### src/rtl/adam_jtag_dtm_pkg.sv
`default_nettype none
// ============================================================================
// Module      : adam_jtag_dtm_pkg
// Description : Shared constants for the JTAG debug transport module: IR
//               codes, DMI op/status encodings, DMI FSM encoding and the
//               IEEE 1149.1 TAP state type with its next-state function.
// Revision    : 1.0 - initial release
// ============================================================================
package adam_jtag_dtm_pkg;

    // Instruction register codes
    localparam logic [4:0] c_ir_idcode  = 5'h01;
    localparam logic [4:0] c_ir_dtmcs   = 5'h10;
    localparam logic [4:0] c_ir_dmi     = 5'h11;
    localparam logic [4:0] c_ir_capture = 5'b00001;

    // DMI request ops
    localparam logic [1:0] c_dmi_op_nop   = 2'd0;
    localparam logic [1:0] c_dmi_op_read  = 2'd1;
    localparam logic [1:0] c_dmi_op_write = 2'd2;

    // DMI status (sticky dmistat / captured op)
    localparam logic [1:0] c_dmi_stat_ok     = 2'd0;
    localparam logic [1:0] c_dmi_stat_failed = 2'd2;
    localparam logic [1:0] c_dmi_stat_busy   = 2'd3;

    // DMI transaction FSM encoding
    localparam logic [1:0] c_dmi_fsm_idle = 2'd0;
    localparam logic [1:0] c_dmi_fsm_req  = 2'd1;
    localparam logic [1:0] c_dmi_fsm_rsp  = 2'd2;

    typedef enum logic [3:0] {
        TAP_TLR    = 4'd0,
        TAP_RTI    = 4'd1,
        TAP_SEL_DR = 4'd2,
        TAP_CAP_DR = 4'd3,
        TAP_SH_DR  = 4'd4,
        TAP_EX1_DR = 4'd5,
        TAP_PAU_DR = 4'd6,
        TAP_EX2_DR = 4'd7,
        TAP_UPD_DR = 4'd8,
        TAP_SEL_IR = 4'd9,
        TAP_CAP_IR = 4'd10,
        TAP_SH_IR  = 4'd11,
        TAP_EX1_IR = 4'd12,
        TAP_PAU_IR = 4'd13,
        TAP_EX2_IR = 4'd14,
        TAP_UPD_IR = 4'd15
    } tap_state_e;

    // Standard TAP transition on a tck rising edge
    function automatic tap_state_e tap_next(input tap_state_e s, input logic tms);
        case (s)
            TAP_TLR:    return tms ? TAP_TLR    : TAP_RTI;
            TAP_RTI:    return tms ? TAP_SEL_DR : TAP_RTI;
            TAP_SEL_DR: return tms ? TAP_SEL_IR : TAP_CAP_DR;
            TAP_CAP_DR: return tms ? TAP_EX1_DR : TAP_SH_DR;
            TAP_SH_DR:  return tms ? TAP_EX1_DR : TAP_SH_DR;
            TAP_EX1_DR: return tms ? TAP_UPD_DR : TAP_PAU_DR;
            TAP_PAU_DR: return tms ? TAP_EX2_DR : TAP_PAU_DR;
            TAP_EX2_DR: return tms ? TAP_UPD_DR : TAP_SH_DR;
            TAP_UPD_DR: return tms ? TAP_SEL_DR : TAP_RTI;
            TAP_SEL_IR: return tms ? TAP_TLR    : TAP_CAP_IR;
            TAP_CAP_IR: return tms ? TAP_EX1_IR : TAP_SH_IR;
            TAP_SH_IR:  return tms ? TAP_EX1_IR : TAP_SH_IR;
            TAP_EX1_IR: return tms ? TAP_UPD_IR : TAP_PAU_IR;
            TAP_PAU_IR: return tms ? TAP_EX2_IR : TAP_PAU_IR;
            TAP_EX2_IR: return tms ? TAP_UPD_IR : TAP_SH_IR;
            TAP_UPD_IR: return tms ? TAP_SEL_DR : TAP_RTI;
            default:    return TAP_TLR;
        endcase
    endfunction

endpackage
`default_nettype wire

### src/rtl/adam_jtag_tap.sv
`default_nettype none
// ============================================================================
// Module      : adam_jtag_tap
// Description : IEEE 1149.1 TAP controller state machine plus the 5-bit
//               instruction register, stepped by a one-clk tck-rise strobe.
// Revision    : 1.0 - initial release
// ============================================================================
module adam_jtag_tap
    import adam_jtag_dtm_pkg::*;
(
    input  logic       clk,
    input  logic       rst,
    input  logic       i_tck_rise,
    input  logic       i_tms,
    input  logic       i_tdi,
    output tap_state_e o_state,
    output logic [4:0] o_ir,
    output logic       o_ir_lsb
);

    tap_state_e r_state;
    tap_state_e w_state_next;
    logic [4:0] r_ir;
    logic [4:0] r_ir_sr;

    // TAP state register
    always_ff @(posedge clk) begin
        if (rst) r_state <= TAP_TLR;
        else     r_state <= w_state_next;
    end

    // Next state: advance only on a tck rising edge
    always_comb begin
        w_state_next = r_state;
        if (i_tck_rise) w_state_next = tap_next(r_state, i_tms);
    end

    // IR capture/shift/update, forced to IDCODE while in Test-Logic-Reset
    always_ff @(posedge clk) begin
        if (rst) begin
            r_ir    <= c_ir_idcode;
            r_ir_sr <= 5'd0;
        end else if (r_state == TAP_TLR) begin
            r_ir <= c_ir_idcode;
        end else if (i_tck_rise) begin
            case (r_state)
                TAP_CAP_IR: r_ir_sr <= c_ir_capture;
                TAP_SH_IR:  r_ir_sr <= {i_tdi, r_ir_sr[4:1]};
                TAP_UPD_IR: r_ir    <= r_ir_sr;
                default: ;
            endcase
        end
    end

    assign o_state  = r_state;
    assign o_ir     = r_ir;
    assign o_ir_lsb = r_ir_sr[0];

endmodule
`default_nettype wire

### src/rtl/adam_jtag_dtm.sv
`default_nettype none
// ============================================================================
// Module      : adam_jtag_dtm
// Description : JTAG debug transport module. Oversamples tck/tms/tdi with the
//               system clock, runs the TAP, exposes IDCODE/DTMCS/DMI/BYPASS
//               data registers and issues single outstanding DMI requests.
//               Define ADAM_DTM_SYNC_EN to add 2-flop input synchronizers.
// Revision    : 1.0 - initial release
// ============================================================================
module adam_jtag_dtm
    import adam_jtag_dtm_pkg::*;
#(
    parameter logic [31:0] IDCODE = 32'h0000_0001,
    parameter int          ABITS  = 7,
    parameter int          IDLE   = 1
) (
    input  logic             clk,
    input  logic             rst,
    input  logic             pause_req,
    output logic             pause_ack,
    input  logic             jtag_tck,
    input  logic             jtag_tms,
    input  logic             jtag_tdi,
    output logic             jtag_tdo,
    output logic             dmi_req_valid,
    input  logic             dmi_req_ready,
    output logic [ABITS-1:0] dmi_req_addr,
    output logic [31:0]      dmi_req_data,
    output logic [1:0]       dmi_req_op,
    input  logic             dmi_rsp_valid,
    output logic             dmi_rsp_ready,
    input  logic [31:0]      dmi_rsp_data,
    input  logic [1:0]       dmi_rsp_op
);

    // DMI is the widest data register, so it sets the shifter width
    localparam int c_dmi_w = ABITS + 34;

    logic [2:0] r_pin;                 // {tck, tms, tdi}
    logic       r_tck_prev, r_tck_rise, r_tck_fall, r_tms, r_tdi;

`ifdef ADAM_DTM_SYNC_EN
    logic [2:0] r_sync1, r_sync2;

    // Two-flop synchronizer ahead of the input register
    always_ff @(posedge clk) begin
        if (rst) begin
            r_sync1 <= 3'd0;
            r_sync2 <= 3'd0;
            r_pin   <= 3'd0;
        end else begin
            r_sync1 <= {jtag_tck, jtag_tms, jtag_tdi};
            r_sync2 <= r_sync1;
            r_pin   <= r_sync2;
        end
    end
`else
    // Single input register
    always_ff @(posedge clk) begin
        if (rst) r_pin <= 3'd0;
        else     r_pin <= {jtag_tck, jtag_tms, jtag_tdi};
    end
`endif

    // Edge detect; strobes and the sampled tms/tdi act one clk later
    always_ff @(posedge clk) begin
        if (rst) begin
            r_tck_prev <= 1'b0;
            r_tck_rise <= 1'b0;
            r_tck_fall <= 1'b0;
            r_tms      <= 1'b0;
            r_tdi      <= 1'b0;
        end else begin
            r_tck_prev <= r_pin[2];
            r_tck_rise <= r_pin[2] & ~r_tck_prev;
            r_tck_fall <= ~r_pin[2] & r_tck_prev;
            r_tms      <= r_pin[1];
            r_tdi      <= r_pin[0];
        end
    end

    tap_state_e w_tap_state;
    logic [4:0] w_ir;
    logic       w_ir_lsb;

    adam_jtag_tap u_tap (
        .clk        (clk),
        .rst        (rst),
        .i_tck_rise (r_tck_rise),
        .i_tms      (r_tms),
        .i_tdi      (r_tdi),
        .o_state    (w_tap_state),
        .o_ir       (w_ir),
        .o_ir_lsb   (w_ir_lsb)
    );

    logic [c_dmi_w-1:0] r_dr, w_dr_capture, w_dr_shift;
    logic [1:0]         r_dmistat, r_dmi_state, w_dmi_next, w_capture_op, w_upd_op;
    logic [ABITS-1:0]   r_req_addr;
    logic [31:0]        r_req_data, r_rsp_data;
    logic [1:0]         r_req_op;
    logic               r_tdo, r_pause_ack;
    logic               w_busy, w_upd_dr, w_upd_dmi, w_upd_dtmcs;
    logic               w_launch, w_hard_reset, w_rsp_done;

    assign w_busy       = (r_dmi_state != c_dmi_fsm_idle);
    assign w_upd_dr     = r_tck_rise && (w_tap_state == TAP_UPD_DR);
    assign w_upd_dmi    = w_upd_dr && (w_ir == c_ir_dmi);
    assign w_upd_dtmcs  = w_upd_dr && (w_ir == c_ir_dtmcs);
    assign w_upd_op     = r_dr[1:0];
    assign w_hard_reset = w_upd_dtmcs && r_dr[17];
    assign w_rsp_done   = (r_dmi_state == c_dmi_fsm_rsp) && dmi_rsp_valid;
    assign w_launch     = w_upd_dmi && !w_busy && (r_dmistat == c_dmi_stat_ok) && !pause_req &&
                          ((w_upd_op == c_dmi_op_read) || (w_upd_op == c_dmi_op_write));

    // Capture values for the selected data register
    always_comb begin
        w_capture_op = c_dmi_stat_ok;
        if (r_dmistat != c_dmi_stat_ok) w_capture_op = r_dmistat;
        else if (w_busy)                w_capture_op = c_dmi_stat_busy;
        w_dr_capture = '0;
        case (w_ir)
            c_ir_idcode: w_dr_capture[31:0] = IDCODE;
            c_ir_dtmcs:  w_dr_capture[31:0] = {17'd0, 3'(IDLE), r_dmistat, 6'(ABITS), 4'd1};
            c_ir_dmi:    w_dr_capture = {r_req_addr, r_rsp_data, w_capture_op};
            default: ;
        endcase
    end

    // Shift right; tdi enters at the MSB of the selected register length
    always_comb begin
        w_dr_shift = r_dr >> 1;
        case (w_ir)
            c_ir_idcode, c_ir_dtmcs: w_dr_shift[31] = r_tdi;
            c_ir_dmi:                w_dr_shift[c_dmi_w-1] = r_tdi;
            default:                 w_dr_shift[0] = r_tdi;
        endcase
    end

    // DR shifter, tdo, request/response registers and pause acknowledge
    always_ff @(posedge clk) begin
        if (rst) begin
            r_dr        <= '0;
            r_tdo       <= 1'b0;
            r_req_addr  <= '0;
            r_req_data  <= 32'd0;
            r_req_op    <= c_dmi_op_nop;
            r_rsp_data  <= 32'd0;
            r_pause_ack <= 1'b0;
        end else begin
            if (r_tck_rise) begin
                if (w_tap_state == TAP_CAP_DR)     r_dr <= w_dr_capture;
                else if (w_tap_state == TAP_SH_DR) r_dr <= w_dr_shift;
            end
            if (r_tck_fall) begin
                if (w_tap_state == TAP_SH_DR)      r_tdo <= r_dr[0];
                else if (w_tap_state == TAP_SH_IR) r_tdo <= w_ir_lsb;
                else                               r_tdo <= 1'b0;
            end
            if (w_launch) begin
                r_req_addr <= r_dr[c_dmi_w-1:34];
                r_req_data <= r_dr[33:2];
                r_req_op   <= w_upd_op;
            end
            if (w_rsp_done && !w_hard_reset) r_rsp_data <= dmi_rsp_data;
            r_pause_ack <= pause_req && (w_dmi_next == c_dmi_fsm_idle);
        end
    end

    // Sticky dmistat: resets clear, busy collisions and failed responses set
    always_ff @(posedge clk) begin
        if (rst)                                    r_dmistat <= c_dmi_stat_ok;
        else if (w_hard_reset || (w_upd_dtmcs && r_dr[16]))
                                                    r_dmistat <= c_dmi_stat_ok;
        else if (w_upd_dmi && w_busy)               r_dmistat <= c_dmi_stat_busy;
        else if (w_rsp_done && (dmi_rsp_op != 2'd0)) r_dmistat <= c_dmi_stat_failed;
    end

    // DMI transaction state register
    always_ff @(posedge clk) begin
        if (rst) r_dmi_state <= c_dmi_fsm_idle;
        else     r_dmi_state <= w_dmi_next;
    end

    // DMI next state: IDLE -> REQ until ready -> RSP until valid -> IDLE
    always_comb begin
        w_dmi_next = r_dmi_state;
        case (r_dmi_state)
            c_dmi_fsm_idle: if (w_launch)      w_dmi_next = c_dmi_fsm_req;
            c_dmi_fsm_req:  if (dmi_req_ready) w_dmi_next = c_dmi_fsm_rsp;
            c_dmi_fsm_rsp:  if (dmi_rsp_valid) w_dmi_next = c_dmi_fsm_idle;
            default:                           w_dmi_next = c_dmi_fsm_idle;
        endcase
        if (w_hard_reset) w_dmi_next = c_dmi_fsm_idle;
    end

    assign dmi_req_valid = (r_dmi_state == c_dmi_fsm_req);
    assign dmi_rsp_ready = (r_dmi_state == c_dmi_fsm_rsp);
    assign dmi_req_addr  = r_req_addr;
    assign dmi_req_data  = r_req_data;
    assign dmi_req_op    = r_req_op;
    assign jtag_tdo      = r_tdo;
    assign pause_ack     = r_pause_ack;

endmodule
`default_nettype wire

### config.mk
export PLATFORM = sky130hd
export DESIGN_NAME = adam_jtag_dtm
export DESIGN_NICKNAME = d
export VERILOG_FILES = /design/src/rtl/adam_jtag_dtm_pkg.sv /design/src/rtl/adam_jtag_tap.sv /design/src/rtl/adam_jtag_dtm.sv
export SDC_FILE = /design/constraint.sdc
export NUM_CORES = 1
export LEC_CHECK = 0
export ABC_CLOCK_PERIOD_IN_PS = 1750
export BUFFER_PORTS_ARGS = -buffer_cell sky130_fd_sc_hd__buf_4
export CAP_MARGIN = 10
export CORE_MARGIN = 2
export CORE_UTILIZATION = 28
export CTS_BUF_LIST = sky130_fd_sc_hd__clkbuf_8
export CTS_CLUSTER_DIAMETER = 100
export DETAILED_ROUTE_END_ITERATION = 8
export PLACE_DENSITY = 0.46
export SETUP_SLACK_MARGIN = 0.3
export SLEW_MARGIN = 20
export SYNTH_ARGS = -nofsm -noshare
export SYNTH_HDL_FRONTEND = slang
export SYNTH_HIERARCHICAL = 1
export SYNTH_SLANG_ARGS = --single-unit
### constraint.sdc
create_clock -name clk -period 1.75 [get_ports clk]
set_clock_uncertainty 0.05 [all_clocks]
set_input_delay 0.0875 -clock clk [delete_from_list [all_inputs] [get_ports clk]]
set_output_delay 0.0875 -clock clk [all_outputs]
set_load 0.1 [all_outputs]
==> results.txt <==
The repair_antennas step left the layout with diodes totalling 0. For the number of antenna violations at the first check in global routing, the log shows 0. The die outline height came out at 153 um. Entering global routing, the biggest net connects 44 pins.

Setup total negative slack on the finished layout was measured at 0 ns. After Yosys synthesis, full adders, half adders and majority gates account for 0% of the synthesized area. After clock tree synthesis, the clock-pin slew on the worst setup and hold paths is 0.09 ns. The first detailed-routing pass ran for 4 iterations. The number of placed instances, taps included, is 1042. Dividing total power by cell area gives a power density of 643 nW/um^2.

Of the total power, combinational logic draws 5.8%. The later pin in the worst-skew pair is clocked with a latency of 0.47 ns. The aggregate global routing overflow was 0. Counting instances in the post-synthesis netlist gives the leading cell types as sky130_fd_sc_hd__dfxtp_1, sky130_fd_sc_hd__nand2b_1, sky130_fd_sc_hd__a21oi_1.

Of the total synthesized cell area, the portion taken by AND, OR, NAND and NOR gates is 24.5%. In this run switching power makes up 25.7% of total power. By area, the combinational part of the netlist is dominated by simple AND/OR/NAND/NOR gates. The count of final max-slew check failures is 0.

Most instantiated library cell after synthesis: sky130_fd_sc_hd__dfxtp_1. The flow ran to the end, and the final reports show no timing, DRC or antenna violations. The tightest min-delay check is of the in -> reg type. The total via count after detailed routing came out at 5835. Row generation in the floorplan step produced 54 rows.

Sorting the synthesized cells by area gives the leading types as sky130_fd_sc_hd__dfxtp_1, sky130_fd_sc_hd__nand2b_1, sky130_fd_sc_hd__a221oi_1, sky130_fd_sc_hd__mux2i_1, sky130_fd_sc_hd__a21oi_1. The total half-perimeter wirelength after legalization and detailed placement is 12200 um. Wires add up to 19800 um.

For the clock tree buffer depth, the log shows 2. Most area-hungry cell type in the Yosys netlist: sky130_fd_sc_hd__dfxtp_1. Prior to clock tree synthesis, the placed netlist has a worst setup slack of 0.0172 ns.

The post-route netlist has 41.4% of its cells at a drive strength greater than 1. Of all nets on the critical path, the largest fanout is 19. Setup violations remaining at the end of the flow were counted as 0. STA puts the critical path data arrival time at 1.95 ns. The tool flagged a number of max-cap violations equal to 0. The run gives 142 as the CTS sink count.

The final critical delay including setup and external delays was 1.66 ns. The area growth from synthesis to layout is 54.3%. The number of nets produced by synthesis came out at 742.

The die is 153 um wide. During placement, the flow inserted port buffers numbering 86. The clock network burns 41.9% of the power. Headroom to the max-slew limit came out at 68.0%. The count of nets left with antenna violations once routing finished came out at 0. The final worst-path cycle share came out at 94.8%. The static leakage power is 3.46 nW.

The maximum vdd drop came out at 0.000406 V. The share of total power in sequential cells is 52.3%, and the wire length of the first global-routing pass is 30900 um. The post-synthesis sequential element count is 142, and the overall power after layout is 0.00620 W. The synthesized netlist devotes 0.421% of its cell area to XOR and XNOR gates. Yosys printed 6 warnings. The required time of the critical path came out at 2.05 ns.

The initial utilization of the core area, before any placement, comes to 28.5%. Summed over its instances, the top area cell type makes up 45.5% of the synthesized netlist area. For the synthesized instance count, the log shows 700.

The analysis attributes to net switching a power of 0.00160 W. The floorplan step defined a die boundary enclosing 23500 um^2. The logs give 1152 for the count of non-filler cells in the finished layout and 61 for the post-synthesis cell type count. The root buffer cell chosen for the clock tree is sky130_fd_sc_hd__clkbuf_8.

The run gives 45.5% as the sequential area share after synthesis. For this design the top-level I/O count stands at 87. The internal portion of the total power is 0.00460 W. For this run, design rule violations remaining after detail routing come to 0. The tools report the startpoint class of the critical path as a flop. Summing every instance area after synthesis gives 6250 um^2.

Setup repair after global routing could not meet its margin everywhere. In this run, the number of DRC markers left after iteration 0 of detailed routing was 337. Multiplexer area fraction after synthesis: 5.83%.

Among all flip-flop cells after synthesis, the most frequent one is sky130_fd_sc_hd__dfxtp_1. Of all flip-flops after synthesis, the portion carrying an async set or reset was 0%. TritonCTS built the clock tree.

Number of nets in the layout: 901. The mean area per synthesized cell is 8.92 um^2, and the routability congestion estimate is 0.780. Using the TritonRoute via totals, the vias-per-cell ratio works out to 5.07. The logs give 16.3% for the overall global routing resource usage and 5936 for the number of global-route vias before repair. Once routing completed, OpenROAD measured the worst setup slack at 0.0910 ns. Summing the areas of all compound-gate instances in the mapped netlist gives 17.7% of the synthesized area. In this run the number of H-tree levels came out at 4. The hold violation count in the final report was 0; the routed length per instance was 17.2 um.

The start-to-end type of the worst setup path is reg -> reg. Buffers inserted during clock tree synthesis total 17. For the pin with the worst max-slew slack, the measured transition is 0.479 ns. Based on the critical path, the design can be clocked at up to 603 MHz. The number of flops mapped to enable cells by yosys came out at 0.

Measured on the finished design, the core utilization comes to 44.0%. Area of the core region: 21900 um^2. The category of the worst setup path capture point was a flop.
## power by group through the flow
stage	sequential [W]	combinational, W	clock [W]
final	0.00324	0.000360	0.00260
after CTS	0.00324	0.000345	0.00267
after global placement	0.00332	0.000255	0
after detailed placement	0.00332	0.000258	0
after global routing	0.00325	0.000390	0.00284
after floorplan	0.00333	0.000120	0
## cells by family after synthesis
| logic type | count (synthesis) |
|---|---|
| flops | 142 |
| compound gates | 173 |
| mux | 36 |
| simple gates | 276 |
| xor+xnor | 3 |
| buf+inv | 70 |
## layout make-up
class	count	area, um^2
fillers	2148	12300
multi-input cells	488	3850
flip-flops and latches	142	2870
repair buffers	205	2170
well taps	280	350
clock buffers	17	234
clock inverters	15	150
inverters	5	18.8
## layer usage
metal / vias up / GRT usage, % / routed length (um)
met2: 130 / 26.7 / 9720
met5: - / 0 / 0
li1: 2858 / - / -
met3: 19 / 3.54 / 784
met1: 2828 / 21.4 / 9100
met4: 0 / 5.16 / 231
## cells in the final DEF (no fill, tap or decap), types with 17 or more instances in the layout
cell type                       count
sky130_fd_sc_hd__buf_4            115
sky130_fd_sc_hd__o21ai_2           30
sky130_fd_sc_hd__a21oi_2           28
sky130_fd_sc_hd__dlygate4sd3_1     40
sky130_fd_sc_hd__clkbuf_8          17
sky130_fd_sc_hd__a221oi_2          24
sky130_fd_sc_hd__buf_12            21
sky130_fd_sc_hd__nor3_1            39
sky130_fd_sc_hd__dfxtp_1          130
sky130_fd_sc_hd__a21oi_1           28
sky130_fd_sc_hd__nand2b_1          72
sky130_fd_sc_hd__nand3_1           31
sky130_fd_sc_hd__mux2i_1           33
sky130_fd_sc_hd__nor2_1            48
## through the flow
step	cell area, um^2	hold WS, ns
2_1_floorplan	6370	0.166
4_1_cts	8920	0.0227
3_3_place_gp	7470	0.261
5_1_grt	9640	0.0358
3_5_place_dp	7470	0.255
6_report	9640	0.0461
## worst max-delay path: stages (launching register included)
cell,delay [ns]
sky130_fd_sc_hd__dfxtp_4,0.38
sky130_fd_sc_hd__buf_6,0.13
sky130_fd_sc_hd__nor3b_2,0.17
sky130_fd_sc_hd__buf_4,0.14
sky130_fd_sc_hd__buf_4,0.11
sky130_fd_sc_hd__o21ai_4,0.08
sky130_fd_sc_hd__buf_12,0.18
sky130_fd_sc_hd__a221oi_1,0.22
sky130_fd_sc_hd__nor3_1,0.08
## registers in the layout, summed over array words and instances, names as in the netlist, 2 cells and up
signal	count
r_dr	41
dmi_req_data	32
r_rsp_data	32
dmi_req_addr	7
u_tap/o_ir	5
u_tap/r_ir_sr	5
u_tap/o_state	4
r_pin	3
dmi_req_op	2
r_dmi_state	2
r_dmistat	2
## timing repair
action	in CTS	in global routing
pin swaps	34	62
cloned	7	6
hold buffers	40	0
buffers inserted	20	5
setup endpoints to repair	129	135
hold endpoints to repair	39	0
resized for setup	119	124
## worst paths after layout
path | from | endpoint | slack (ns) | cells after the start
max reg2reg | u_tap/o_state[0] | r_dr[3] | 0.09 | 8
min reg2reg | r_tck_prev | r_tck_rise | 0.37 | 1
max | u_tap/o_state[0] | r_dr[3] | 0.09 | 8
min | rst | r_pin[1] | 0.05 | 2
Note: power is estimated with default switching activity, not from simulation.
